==> src/rtl/load_store_unit.sv <==
// Memory stage: accepts one execute bundle at a time, drives a req/gnt/rvalid
// data-memory port, aligns and extends load data, and presents a registered
// one-cycle writeback bundle to the register file.
//
// Handshakes:
//   ex_valid_i/ex_ready_o : a bundle transfers on the posedge where both are 1;
//                           ex_ready_o is 1 only in IDLE.
//   dmem_req_o/dmem_gnt_i : dmem_req_o stays 1 with we/addr/be/wdata stable
//                           until the posedge where dmem_gnt_i is 1.
//   dmem_rvalid_i         : honoured only in WAIT_RD; ignored in any other state.
//   wb_valid_o            : one-cycle pulse qualifying the held wb_* values.
module load_store_unit #(
  parameter int AWIDTH = 32,
  parameter int DWIDTH = 32
) (
  input  logic              clk,
  input  logic              rst,
  input  logic              ex_valid_i,
  output logic              ex_ready_o,
  input  logic [AWIDTH-1:0] ex_pc_i,
  input  logic [DWIDTH-1:0] ex_alu_res_i,
  input  logic [DWIDTH-1:0] ex_store_data_i,
  input  logic [2:0]        ex_funct3_i,
  input  logic              ex_mem_read_i,
  input  logic              ex_mem_write_i,
  input  logic [4:0]        ex_rd_i,
  input  logic              ex_reg_write_en_i,
  output logic              dmem_req_o,
  output logic              dmem_we_o,
  output logic [AWIDTH-1:0] dmem_addr_o,
  output logic [3:0]        dmem_be_o,
  output logic [DWIDTH-1:0] dmem_wdata_o,
  input  logic              dmem_gnt_i,
  input  logic              dmem_rvalid_i,
  input  logic [DWIDTH-1:0] dmem_rdata_i,
  output logic              wb_valid_o,
  output logic [AWIDTH-1:0] wb_pc_o,
  output logic [4:0]        wb_rd_o,
  output logic              wb_wen_o,
  output logic [DWIDTH-1:0] wb_data_o,
  output logic              misaligned_o
);

  typedef enum logic [1:0] {
    IDLE    = 2'd0,
    REQ     = 2'd1,
    WAIT_RD = 2'd2
  } state_t;

  // state_q is the FSM state observable for debug and checkers
  state_t state_q, state_d;

  // Transaction context captured at accept
  logic [AWIDTH-1:0] pc_q;
  logic [4:0]        rd_q;
  logic              wen_q;
  logic [2:0]        funct3_q;
  logic [1:0]        off_q;
  logic              is_store_q;

  // Decode of the incoming bundle
  logic              accept;
  logic              is_mem;
  logic              is_store;
  logic              fault;
  logic [1:0]        off;
  logic [3:0]        be_d;
  logic [DWIDTH-1:0] wdata_d;

  // Load alignment of the returned word
  logic [7:0]        sel_byte;
  logic [15:0]       sel_half;
  logic [DWIDTH-1:0] load_data;

  assign ex_ready_o = (state_q == IDLE);
  assign dmem_req_o = (state_q == REQ);
  assign accept     = ex_valid_i && ex_ready_o;
  assign is_mem     = ex_mem_read_i || ex_mem_write_i;
  assign is_store   = ex_mem_write_i;
  assign off        = ex_alu_res_i[1:0];

  // Fault decode: bad size encoding or misaligned half/word access
  always_comb begin
    fault = 1'b0;
    if (is_mem) begin
      if (ex_funct3_i == 3'b011 || ex_funct3_i == 3'b110 || ex_funct3_i == 3'b111)
        fault = 1'b1;
      else if (ex_funct3_i[1:0] == 2'b10 && off != 2'b00)
        fault = 1'b1;
      else if (ex_funct3_i[1:0] == 2'b01 && off[0])
        fault = 1'b1;
    end
  end

  // Byte enables and lane-replicated store data; loads read the full word
  always_comb begin
    be_d    = 4'b1111;
    wdata_d = ex_store_data_i;
    if (is_store) begin
      case (ex_funct3_i[1:0])
        2'b00: begin
          be_d    = 4'b0001 << off;
          wdata_d = {4{ex_store_data_i[7:0]}};
        end
        2'b01: begin
          be_d    = off[1] ? 4'b1100 : 4'b0011;
          wdata_d = {2{ex_store_data_i[15:0]}};
        end
        default: begin
          be_d    = 4'b1111;
          wdata_d = ex_store_data_i;
        end
      endcase
    end
  end

  // Select byte/half from the read word and sign- or zero-extend
  always_comb begin
    sel_byte  = dmem_rdata_i[{off_q, 3'b000} +: 8];
    sel_half  = off_q[1] ? dmem_rdata_i[31:16] : dmem_rdata_i[15:0];
    load_data = dmem_rdata_i;
    case (funct3_q[1:0])
      2'b00: load_data = funct3_q[2] ? {{(DWIDTH-8){1'b0}}, sel_byte}
                                     : {{(DWIDTH-8){sel_byte[7]}}, sel_byte};
      2'b01: load_data = funct3_q[2] ? {{(DWIDTH-16){1'b0}}, sel_half}
                                     : {{(DWIDTH-16){sel_half[15]}}, sel_half};
      default: load_data = dmem_rdata_i;
    endcase
  end

  // FSM state register
  always_ff @(posedge clk or posedge rst) begin
    if (rst) state_q <= IDLE;
    else     state_q <= state_d;
  end

  // FSM next state: only valid, non-faulting mem ops leave IDLE
  always_comb begin
    state_d = state_q;
    case (state_q)
      IDLE:    if (accept && is_mem && !fault) state_d = REQ;
      REQ:     if (dmem_gnt_i) state_d = is_store_q ? IDLE : WAIT_RD;
      WAIT_RD: if (dmem_rvalid_i) state_d = IDLE;
      default: state_d = IDLE;
    endcase
  end

  // Capture context, hold the memory request fields, and build writeback
  always_ff @(posedge clk or posedge rst) begin
    if (rst) begin
      pc_q         <= '0;
      rd_q         <= '0;
      wen_q        <= 1'b0;
      funct3_q     <= '0;
      off_q        <= '0;
      is_store_q   <= 1'b0;
      dmem_we_o    <= 1'b0;
      dmem_addr_o  <= '0;
      dmem_be_o    <= '0;
      dmem_wdata_o <= '0;
      wb_valid_o   <= 1'b0;
      wb_pc_o      <= '0;
      wb_rd_o      <= '0;
      wb_wen_o     <= 1'b0;
      wb_data_o    <= '0;
      misaligned_o <= 1'b0;
    end else begin
      wb_valid_o   <= 1'b0;
      misaligned_o <= 1'b0;
      if (accept) begin
        pc_q       <= ex_pc_i;
        rd_q       <= ex_rd_i;
        wen_q      <= ex_reg_write_en_i;
        funct3_q   <= ex_funct3_i;
        off_q      <= off;
        is_store_q <= is_store;
        if (!is_mem) begin
          wb_valid_o <= 1'b1;
          wb_pc_o    <= ex_pc_i;
          wb_rd_o    <= ex_rd_i;
          wb_wen_o   <= ex_reg_write_en_i;
          wb_data_o  <= ex_alu_res_i;
        end else if (fault) begin
          wb_valid_o   <= 1'b1;
          wb_pc_o      <= ex_pc_i;
          wb_rd_o      <= ex_rd_i;
          wb_wen_o     <= 1'b0;
          wb_data_o    <= '0;
          misaligned_o <= 1'b1;
        end else begin
          dmem_we_o    <= is_store;
          dmem_addr_o  <= {ex_alu_res_i[AWIDTH-1:2], 2'b00};
          dmem_be_o    <= be_d;
          dmem_wdata_o <= wdata_d;
        end
      end
      if (state_q == REQ && dmem_gnt_i && is_store_q) begin
        wb_valid_o <= 1'b1;
        wb_pc_o    <= pc_q;
        wb_rd_o    <= rd_q;
        wb_wen_o   <= 1'b0;
        wb_data_o  <= '0;
      end
      if (state_q == WAIT_RD && dmem_rvalid_i) begin
        wb_valid_o <= 1'b1;
        wb_pc_o    <= pc_q;
        wb_rd_o    <= rd_q;
        wb_wen_o   <= wen_q;
        wb_data_o  <= load_data;
      end
    end
  end

endmodule

==> config.mk <==
export PLATFORM = sky130hd
export DESIGN_NAME = load_store_unit
export DESIGN_NICKNAME = d
export VERILOG_FILES = /design/src/rtl/load_store_unit.sv
export SDC_FILE = /design/constraint.sdc
export NUM_CORES = 1
export LEC_CHECK = 0
export CORE_ASPECT_RATIO = 0.5
export CORE_MARGIN = 2
export CORE_UTILIZATION = 50
export DETAILED_ROUTE_END_ITERATION = 12
export HOLD_SLACK_MARGIN = 0.02
export PLACE_DENSITY_LB_ADDON = 0.25
export SETUP_SLACK_MARGIN = 0.5
export SLEW_MARGIN = 20
export SYNTH_ARGS = -nofsm -noshare
export SYNTH_HDL_FRONTEND = slang
export SYNTH_SLANG_ARGS = --single-unit
==> constraint.sdc <==
create_clock -name clk -period 9.75 [get_ports clk]
set_clock_uncertainty 0.15 [all_clocks]
set_input_delay 1.95 -clock clk [delete_from_list [all_inputs] [get_ports clk]]
set_output_delay 1.95 -clock clk [all_outputs]
set_load 0.005 [all_outputs]
==> After elaboration in Yosys (flattened, before gate mapping) <==
Index checks and enable logic that the tools add are counted.
{ "word_totals": {"ff_bits": 185, "inputBits": 144, "out_inout_bits": 143, "word_cells": 97} }
{ "op_classes": {"n_eq_ne": 12, "shifts": 2, "n_mux": 45, "bitwise": 1, "n_reduce_logical": 20} }
{ "ops": {"columns": ["operator", "n"], "rows": [
  ["$mux W32", 13],
  ["$pmux W32 S2", 2],
  ["$shiftx A32 B6 Y8", 1],
  ["$mux W5", 5],
  ["$mux W1", 16],
  ["$mux W16", 1],
  ["$logic_and A1 B1 Y1", 8],
  ["$mux W2", 4],
  ["$mux W4", 2],
  ["$pmux W4 S2", 1],
  ["$eq A2 B1 Y1 const B", 3],
  ["$eq A3 B3 Y1 const B", 2],
  ["$logic_not A2 Y1", 3],
  ["$pmux W2 S3", 1],
  ["$reduce_and A3 Y1", 2],
  ["$eq A2 B2 Y1 const B", 2],
  ["$ne A2 B1 Y1 const B", 2],
  ["$ne A4 B1 Y1 const B", 1],
  ["$shl A1 B2 Y4 const A", 1],
  ["$eq A3 B2 Y1 const B", 1],
  ["$logic_or A1 B1 Y1", 3],
  ["$reduce_bool A3 Y1", 1],
  ["$ne A2 B2 Y1 const B", 1],
  ["$reduce_and A2 Y1", 1],
  ["other kinds (3)", 3]
]} }

==> Logic depth before layout (Yosys ltp) <==
Gate-level depths: netlist of the first run.
{ "depth": {"ltp_word": 11, "mapped_depth": 7, "mapped_depth_nobuf": 4} }

==> Worst setup path before layout of the first run <==
No wires, ideal clock.
{ "synth_path": {"kind": "input to register", "start": "in ex_alu_res_i[0]", "end": "reg wb_data_o[3]", "setup_time_ns": 0.128, "arrival_ns": 3.376, "required_ns": 9.472, "path_slack_ns": 6.096, "stages": 7, "path_buffers": 3, "path_cell_list": "buf_2 nor4_4 o21ai_1 a21o_1 buf_2 buf_2 mux2_1"} }
{ "synth_between": {"elab_chain_len": 7, "elab_cells_between_ends": 9, "classes_between": "eq/ne (1); mux (4); reduce/logical (4)"} }
{ "synth_lines": {"columns": ["element", "line", "rtl"], "rows": [
  ["start, declared", "21", "input logic [DWIDTH-1:0] ex_alu_res_i,"],
  ["$logic_and A1 B1 Y1 / $reduce_bool A2 Y1 (equally long branches)", "90, 88", null],
  ["$mux W1 / $logic_and A1 B1 Y1 (equally long branches)", "90, 88", null],
  ["$mux W1 *", "88", "else if (ex_funct3_i[1:0] == 2'b10 && off != 2'b00)"],
  ["$mux W1 *", "86", "if (ex_funct3_i == 3'b011 || ex_funct3_i == 3'b110 || ex_funct3_i == 3'b111)"],
  ["$mux W1 *", "85", "if (is_mem) begin"],
  ["$ne A4 B1 Y1 (no source line) *", null, null],
  ["$reduce_and A2 Y1 (no source line) *", null, null],
  ["end signal, assigned", "182", "wb_data_o <= ex_alu_res_i;"],
  ["end signal, assigned", "209", "wb_data_o <= load_data;"],
  ["end, declared", "40", "output logic [DWIDTH-1:0] wb_data_o,"]
]} }
Mark *: on every way between the ends. The rest lies on a longest branch, timed or not.
A chain may end at the register's enable or synchronous reset.

==> Worst setup path in the final report of the first run <==
{ "layout_path": {"start": "in ex_funct3_i[0]", "end": "reg wb_pc_o[31]"} }
{ "layout_between": {"elab_chain_len": 8, "elab_cells_between_ends": 15, "classes_between": "eq/ne (6); mux (4); reduce/logical (5)"} }
{ "layout_lines": {"columns": ["element", "line", "rtl"], "rows": [
  ["start, declared", "23", "input logic [2:0] ex_funct3_i,"],
  ["$eq A2 B1 Y1", "90", "else if (ex_funct3_i[1:0] == 2'b01 && off[0])"],
  ["$logic_and A1 B1 Y1", "90", null],
  ["$mux W1", "90", null],
  ["$mux W1", "88", null],
  ["$mux W1 *", "86", null],
  ["$mux W1 *", "85", null],
  ["$ne A4 B1 Y1 (no source line) *", null, null],
  ["$reduce_and A2 Y1 (no source line) *", null, null],
  ["end signal, assigned", "179", "wb_pc_o <= ex_pc_i;"],
  ["end signal, assigned", "185", "wb_pc_o <= ex_pc_i;"],
  ["end signal, assigned", "199", "wb_pc_o <= pc_q;"],
  ["end, declared", "37", "output logic [AWIDTH-1:0] wb_pc_o,"]
]} }
Marked as above.

==> flow_results.org, run 1 <==
** GRT
- For this run the aggregate overflow at the end of global routing stands at 0.
- The via count of the first global-routing pass is roughly 7500.
- First-pass GRT wire length :: 40010 µm
- Entering global routing, the biggest net connects roughly 120 pins.
- Overall routing resource usage :: 27.30%
- Initial antenna violation count :: 0

** Drt
- After the first detailed-routing iteration, the DRC count stood at 416.
- WL/cell :: approximately 19 µm
- Detail-routed via count per cell :: 5.663
- The detail route stage leaves a number of antenna-violating nets equal to 0.
- Via count :: around 7400
- Number of detailed-routing iterations run before antenna repair :: 5
- In the routed design, unresolved DRC markers number 0.
- Wirelength, routed :: 25360 µm

** Timing
- Setup violations remaining at the end of the flow were counted as 0.
- The tightest hold path in the finished design has a slack of between 0.3 and 0.4 ns.
- Slew at the pin closest to its max-slew limit :: 0.9773 ns
- The count of final hold-check violations is 0.
- RSZ-0062 raised after global routing :: no
- Slew HR :: 34.85%
- Dividing the final minimum period by the clock period gives 48.53%.
- The max-slew violation total from the final report is 0.
- Final critical-path setup slack :: between 5 and 6 ns
- Timing would allow up to ~210 MHz.
- After routing, the total negative slack on setup checks comes to 0 ns.
- Period minus WS final :: 4.732 ns

** Placed design
- The wire-length estimate of the detail-placed layout is roughly 17000 µm.
- Number of port buffers :: around 280
- The congestion estimate from routability-driven global placement came to 0.8809.
- Timing analysis after detailed placement gives a worst setup slack of between 4 and 5 ns.

** Synthesis
- Post-synth design cell area :: 8817 µm²
- Number of enable-type register cells in the synthesized netlist :: 0
- In the synthesized netlist the async set-or-reset flop fraction comes to 100.0%.
- The synthesized design contains 185 register bits.
- Synthesis instantiated 48 different standard cells from the library.
- The most used flip-flop cell after synthesis is dfrtp_1.
- Part of the Yosys area used for sequential elements :: 52.50%
- Syn Area/Cell :: 10.77 µm²
- Number of instances in the synthesized netlist :: 819
- Number of synthesis warnings :: 0

** Final layout
- Relative to the synthesized area, the layout overhead comes to 39.69%.
- Of the cells placed in the final design, the portion with a size suffix greater than 1 is 11.03%.
- Most frequent cells in the layout :: clkdlybuf4s50_1, dfrtp_1, nand2_1
- The repair_antennas step left the layout with diodes totalling 0.
- Most common cell after layout, fill and taps aside :: clkdlybuf4s50_1
- The net count of the finished layout is between 1000 and 1500.

** Hold path
- Counting instances, the worst hold path has a depth of 2.
- Worst min-delay path category :: flop to flop

** Pwr
- Sw Ratio :: roughly 30%
- In this run the power spent charging and discharging nets is 0.8960 mW.
- Sequential cells account for 40.9% of the total power.
- Clock group share of total power :: 22.7%
- The analysis attributes to cell leakage a power of 5.297 nW.
- The internal power of the cells totals approximately 2.1 mW.
- Across the VDD grid, the largest voltage drop is 0.0001464 V.
- In this run the power density over the cells is about 240 nW/µm².
- Combinational Power Share :: 36.4%

** Setup path
- Category of cells accounting for the largest share of critical-path delay :: buffers and inverters
- At the worst endpoint, the arrival time is 4.89 ns.
- Reg2reg path depth :: 6
- The worst register-to-register path has a setup slack of 6.57 ns.
- In this run the number of cells on the critical path is 6.
- Data on the critical path is required at its endpoint by 9.90 ns.
- Chain of cells forming the critical path :: clkdlybuf4s50_1, nor4_4, o21ai_1, a21o_2, buf_4, mux2_1
- Setup CP Type :: primary input to flop
- Critical path endpoint category :: flop
- In this run the worst path has a maximum fanout of 63.
- The largest single stage delay on the critical path is 0.87 ns.
- The worst setup path is launched from a primary input.
- Slowest cell on the critical path :: nor4_4
- Together, buffers and inverters on the worst path number 2.

** Clocking
- Maximum clock insertion buffer count :: 2
- Number of gates resized after cts :: 0
- Count of hold-fix buffers inserted at cts :: 0
- The cell sitting at the root of the clock tree is a clkbuf_16.
- Sink count of the clock tree :: 185
- The later pin in the worst-skew pair is clocked with a latency of about 0.42 ns.
- TritonCTS clock tree :: yes
- The H-tree was split into 4 levels.
- Buffers inserted during clock tree synthesis total 17.
- Buffers added to address setup during post-CTS repair amount to 0.
- Clock-pin slew of the registers on the worst-case setup and hold paths :: 0.07 ns

** Die
- The core region is around 17000 µm².
- Full die area :: 18780 µm²
- Die height :: 97.90 µm
- Row generation in the floorplan step produced 34 rows.
- Measured along the x axis, the die boundary spans 191.8 µm.
- For this design the top-level I/O count stands at 287.
- Once the floorplan was initialized, standard cells occupied 50.92% of the core.

** Flow run
- The tool flagged a number of max-cap violations equal to 0.

** Run status
- Outcome :: completed
state kept, by name, summed over array words and instances, names as in the netlist, 2 cells and up:
name	flops
state_q	2
dmem_be_o	4
wb_rd_o	5
dmem_addr_o	30
pc_q	32
dmem_wdata_o	32
rd_q	5
off_q	2
funct3_q	3
wb_data_o	32
wb_pc_o	32
cells by family (layout without fill, tap and decap cells):
group / after synthesis / count (layout) / share of synthesized area (%)
multiplexers: 144 / 144 / 18.08
AO/OA/AOI/OAI: 127 / 127 / 10.94
other: 1 / 2 / 0.04253
buffers and inverters: 78 / 337 / 3.874
flip-flops: 185 / 185 / 52.50
AND/OR/NAND/NOR: 284 / 284 / 14.56
cell type report:
type,count,area (µm²)
inverters,13,56.30
multi-input cells,557,3871
fillers,1263,4997
clock inverters,11,113.9
repair buffers,292,2903
well taps,234,292.8
flip-flops and latches,185,4629
clock buffers,21,450.4
synth_stat cells (2+ instances only):
cell / n / area, µm²
nor3_1: 38 / 190.2
nor4_4: 2 / 42.54
a21o_1: 2 / 15.01
a22o_1: 4 / 35.03
mux2_1: 60 / 675.7
o21ai_1: 4 / 20.02
buf_1: 5 / 18.77
nand2b_1: 10 / 62.56
a221oi_1: 2 / 17.52
o32a_1: 16 / 160.2
o221ai_1: 7 / 61.31
buf_2: 21 / 105.1
mux2i_1: 22 / 220.2
buf_6: 2 / 22.52
clkbuf_1: 35 / 131.4
a211oi_1: 5 / 37.54
nand3_1: 8 / 40.04
buf_4: 2 / 15.01
a32o_1: 6 / 60.06
o31ai_1: 11 / 82.58
inv_1: 12 / 45.04
a21oi_1: 8 / 40.04
and3_1: 13 / 81.33
nor2_1: 31 / 116.4
a31oi_1: 7 / 43.79
mux2_2: 62 / 698.2
and2_1: 4 / 25.02
nor2b_1: 3 / 18.77
dfrtp_1: 185 / 4629
o211ai_1: 10 / 75.07
a31o_2: 7 / 61.31
nand2_1: 165 / 619.3
a32oi_1: 5 / 43.79
o21ai_0: 21 / 105.1
a2bb2oi_1: 8 / 70.07
nor3b_1: 4 / 30.03
per-stage QoR:
step | instances | util (%) | total power [mW] | area (µm²)
floorplan | 820 | - | 1.644 | 8821
global placement | 1281 | 67.86 | 2.269 | 11750
detailed placement | 1281 | 67.86 | 2.305 | 11750
CTS | 1313 | 71.12 | 2.983 | 12310
global route | 1313 | 71.14 | 3.131 | 12320
finish | 1313 | 71.14 | 2.967 | 12320
per-layer routing:
metal / GRT usage [%] / wire length [µm] / part of all wire, % / up-vias
met3: 5.500 / 1563 / 6.2 / 44
met5: 0 / 0 / 0 / -
li1: - / - / - / 3395
met2: 45.82 / 12430 / 49 / 279
met1: 35.23 / 10730 / 42 / 3717
met4: 10.18 / 625 / 2.5 / 0
worst register-to-register path: stages, from the launching register on:
cell and delay (ns):
dfrtp_1 0.44, nand3b_2 0.44, o21ai_4 0.13, buf_4 0.63
a21o_2 0.19, buf_4 0.65, mux2_1 0.44
power groups by stage:
stage / Combinational [mW] / Sequential (mW) / Clock (mW)
final: 1.08 / 1.21 / 0.673
after floorplan: 0.444 / 1.20 / 0
after global placement: 1.06 / 1.21 / 0
after detailed placement: 1.08 / 1.22 / 0
after CTS: 1.09 / 1.21 / 0.683
after global routing: 1.17 / 1.25 / 0.716
final timing paths:
check / startpoint / to
max: ex_funct3_i[0] / wb_pc_o[31]$_DFFE_PP0P_
min: pc_q[20]$_DFFE_PP0P_ / pc_q[20]$_DFFE_PP0P_
max reg2reg: state_q[0]$_DFFE_PP0P_ / wb_pc_o[31]$_DFFE_PP0P_
min reg2reg: pc_q[20]$_DFFE_PP0P_ / pc_q[20]$_DFFE_PP0P_
max in group asynchronous: rst / dmem_wdata_o[17]$_DFFE_PP0P_
min in group asynchronous: rst / wb_pc_o[13]$_DFFE_PP0P_
Power figures use the tool's default switching activity.
==> run 2, diff against run 1 <==
Settings changed: CORE_UTILIZATION 50 to 42.
Clock period 9.75 ns to 3.9 ns, I/O delays scaled along.
==> run 2 against run 1 <==
Setup slack worse by 4.0 ns; final area is 1.4% higher; count of clock-buffer cells in the layout is 4 higher; critical endpoint is now wb_pc_o[15]$_DFFE_PP0P_; clock power is 150% higher; largest cell class unchanged.
==> flow_results.org, run 2 (synthesis results as in run 1) <==
** Run status
- Outcome: completed (unchanged).

** Timing
- RSZ-0062 raised after global routing: no (unchanged).
- The transition time at the pin with the least slew margin was 0.8759 ns (was 0.9773 ns).
- Number of hold-slack violations in the final timing report :: 0 (unchanged)
- The post-route worst setup slack was 1.037 ns (was 5.018 ns).
- The final-layout setup total negative slack is 0 ns (unchanged).
- Fraction of the cycle the final worst path needs :: 73.41%
- Period minus WS final :: 2.863 ns
- Final count of pins violating max slew :: 0 (unchanged)
- Final-report setup violation count :: 0 (unchanged)
- The tightest slew margin relative to the limit is 41.61% (was 34.85%).
- The final-layout worst hold slack came to 0.3248 ns (was 0.3213 ns).
- For this run, the top clock speed supported by timing is 349.3 MHz.

** Die
- Die width :: 208.9 µm (was 191.8 µm)
- Full die area :: 22240 µm² (was 18780 µm²)
- The number of standard-cell rows in the floorplan was 37 (was 34).
- The area of the core was 20550 µm² (was 17310 µm²).
- Effective utilization at floorplan :: 42.90% (was 50.92%)
- IO Count :: 287 (unchanged)
- The vertical die dimension is 106.5 µm (was 97.90 µm).

** GRT
- First-pass GRT wire length :: 41970 µm (was 40010 µm)
- Largest net degree at the start of global routing :: 136 (was 119)
- Number of global-route vias before repair :: 7583 (was 7493)
- Overflow left after global routing :: 0 (unchanged)
- Overall routing resource usage :: 24.25% (was 27.30%)
- The number of antenna violations at the first check in global routing was 0 (unchanged).

** Setup path
- The data required time of the worst path came to 4.06 ns (was 9.90 ns).
- The type of element launching the critical path was a primary input (unchanged).
- Worst EP arrival :: 3.02 ns (was 4.89 ns)
- Top fanout value on the critical path :: 27 (was 63)
- The critical path capture point type was a flop (unchanged).
- The worst setup path category is primary input to flop (unchanged).

** Clocking
- Root Driver :: clkbuf_16 (unchanged)
- The number of hold buffers added after CTS was 0 (unchanged).
- The clock-pin slew on the worst setup and hold paths came to 0.06 ns (was 0.07 ns).
- The total of cells resized after clock tree synthesis is 0 (unchanged).
- Buffers inserted during post-CTS setup optimization :: 0 (unchanged)
- The clock tree from TritonCTS is yes (unchanged).
- Latest clock arrival within the worst-skew pair :: 0.43 ns (was 0.42 ns)
- The number of clock sinks was 185 (unchanged).
- Maximum clock insertion buffer count :: 2 (unchanged)
- TritonCTS Buffers :: 17 (unchanged)
- Count of H-tree levels built during CTS :: 4 (unchanged)

** Drt
- Remaining antenna violation count after routing :: 0 (unchanged)
- Wirelength, routed :: 26590 µm (was 25360 µm)
- The via-per-instance ratio is 5.355 (was 5.663).
- The routed wirelength normalized by instance count came to 19.52 µm (was 19.31 µm).
- Via count :: 7293 (was 7435)
- Number of DRC violations after detailed routing :: 0 (unchanged)
- The length of the first detailed-routing pass in iterations came to 5 (unchanged).
- The initial DRC count was 479 (was 416).

** Placed design
- Number of port buffers :: 284 (unchanged)
- Worst setup slack after placement :: 0.5915 ns (was 4.403 ns)
- The post-detailed-placement half-perimeter wirelength came to 18820 µm (was 17450 µm).
- The number of placed instances, taps included was 1331 (was 1281).
- The routability congestion estimate came to 0.8765 (was 0.8809).

** Final layout
- The most common cell after layout, fill and taps aside was clkdlybuf4s50_1 (unchanged).
- Fraction of final layout cells sized beyond drive strength 1 :: 11.57% (was 11.03%)
- Most frequent cells in the layout :: clkdlybuf4s50_1, dfrtp_1, nand2_1 (unchanged)
- The fill cell instance count of the final layout is 1697 (was 1263).
- Post-route insts no fill :: 1362 (was 1313)
- Signed area change from the synthesized netlist to the final layout :: 41.65% (was 39.69%)
- The number of antenna cells inserted is 0 (unchanged).
- Net count reported at finish :: 1221 (was 1210)

** Pwr
- The leakage component of the power came to 5.364 nW (was 5.297 nW).
- The total power divided by cell area came to 597.5 nW/µm² (was 240.9 nW/µm²).
- The worst vdd rail ir drop was 0.0003578 V (was 0.0001464 V).

** Hold path
- The classification of the worst-slack hold path is flop to flop (unchanged).

** Flow run
- The number of max-capacitance violations reported is 0 (unchanged).
run 2: cell types whose count changed in the layout (fill, tap and decap cells not counted):
| cell | change |
|---|---|
| a21oi_1 | +1 |
| a21oi_2 | -1 |
| buf_12 | +5 |
| buf_4 | +6 |
| clkbuf_1 | +2 |
| clkbuf_8 | +2 |
| clkinv_2 | +1 |
| clkinv_4 | -2 |
| inv_6 | -2 |
| inv_8 | -2 |
run 2: stage by stage:
stage | power, mW | utilization (%) | area [µm²]
after global placement | 5.758 | 58.08 | 11940
after floorplan | 4.110 | - | 8825
after global routing | 7.881 | 60.76 | 12490
final | 7.462 | 60.76 | 12490
after CTS | 7.524 | 60.76 | 12490
after detailed placement | 5.842 | 58.08 | 11940
run 2: area by class of cell:
class	instances	area, µm²	area share [%]
flip-flops and latches	185	4629	37.07
repair buffers	303	3048	24.40
clock buffers	25	485.5	3.887
inverters	13	52.55	0.4208
well taps	273	341.6	2.735
clock inverters	6	65.06	0.5209
multi-input cells	557	3867	30.97
run 2: routing by layer:
layer	wire length [µm]	GRT usage [%]
met5	0	0
met4	560	7.806
met3	1207	4.963
met2	13280	41.67
met1	11550	30.92
run 2: worst max-delay path, stage by stage:
cell	delay, ns
clkdlybuf4s50_1	0.52
or2_2	0.56
o21ai_1	0.16
a21o_2	0.38
buf_12	0.24
mux2_1	0.35
run 2: where the power goes:
part / total, mW / internal [mW] / switching (mW)
Sequential: 3.04 / 2.60 / 0.437
Clock: 1.66 / 0.930 / 0.727
Combinational: 2.77 / 1.70 / 1.07
run 2: worst paths after layout:
check	from	end	slack (ns)	cells after the start
setup / recovery	ex_mem_write_i	wb_pc_o[15]$_DFFE_PP0P_	1.04	6
hold / removal	pc_q[15]$_DFFE_PP0P_	pc_q[15]$_DFFE_PP0P_	0.32	2
setup reg to reg	off_q[1]$_DFFE_PP0P_	wb_data_o[12]$_DFFE_PP0P_	1.07	4
hold reg to reg	pc_q[15]$_DFFE_PP0P_	pc_q[15]$_DFFE_PP0P_	0.32	2
max in group asynchronous	rst	dmem_addr_o[16]$_DFFE_PP0P_	2.23	3
min in group asynchronous	rst	wb_pc_o[22]$_DFFE_PP0P_	0.42	2
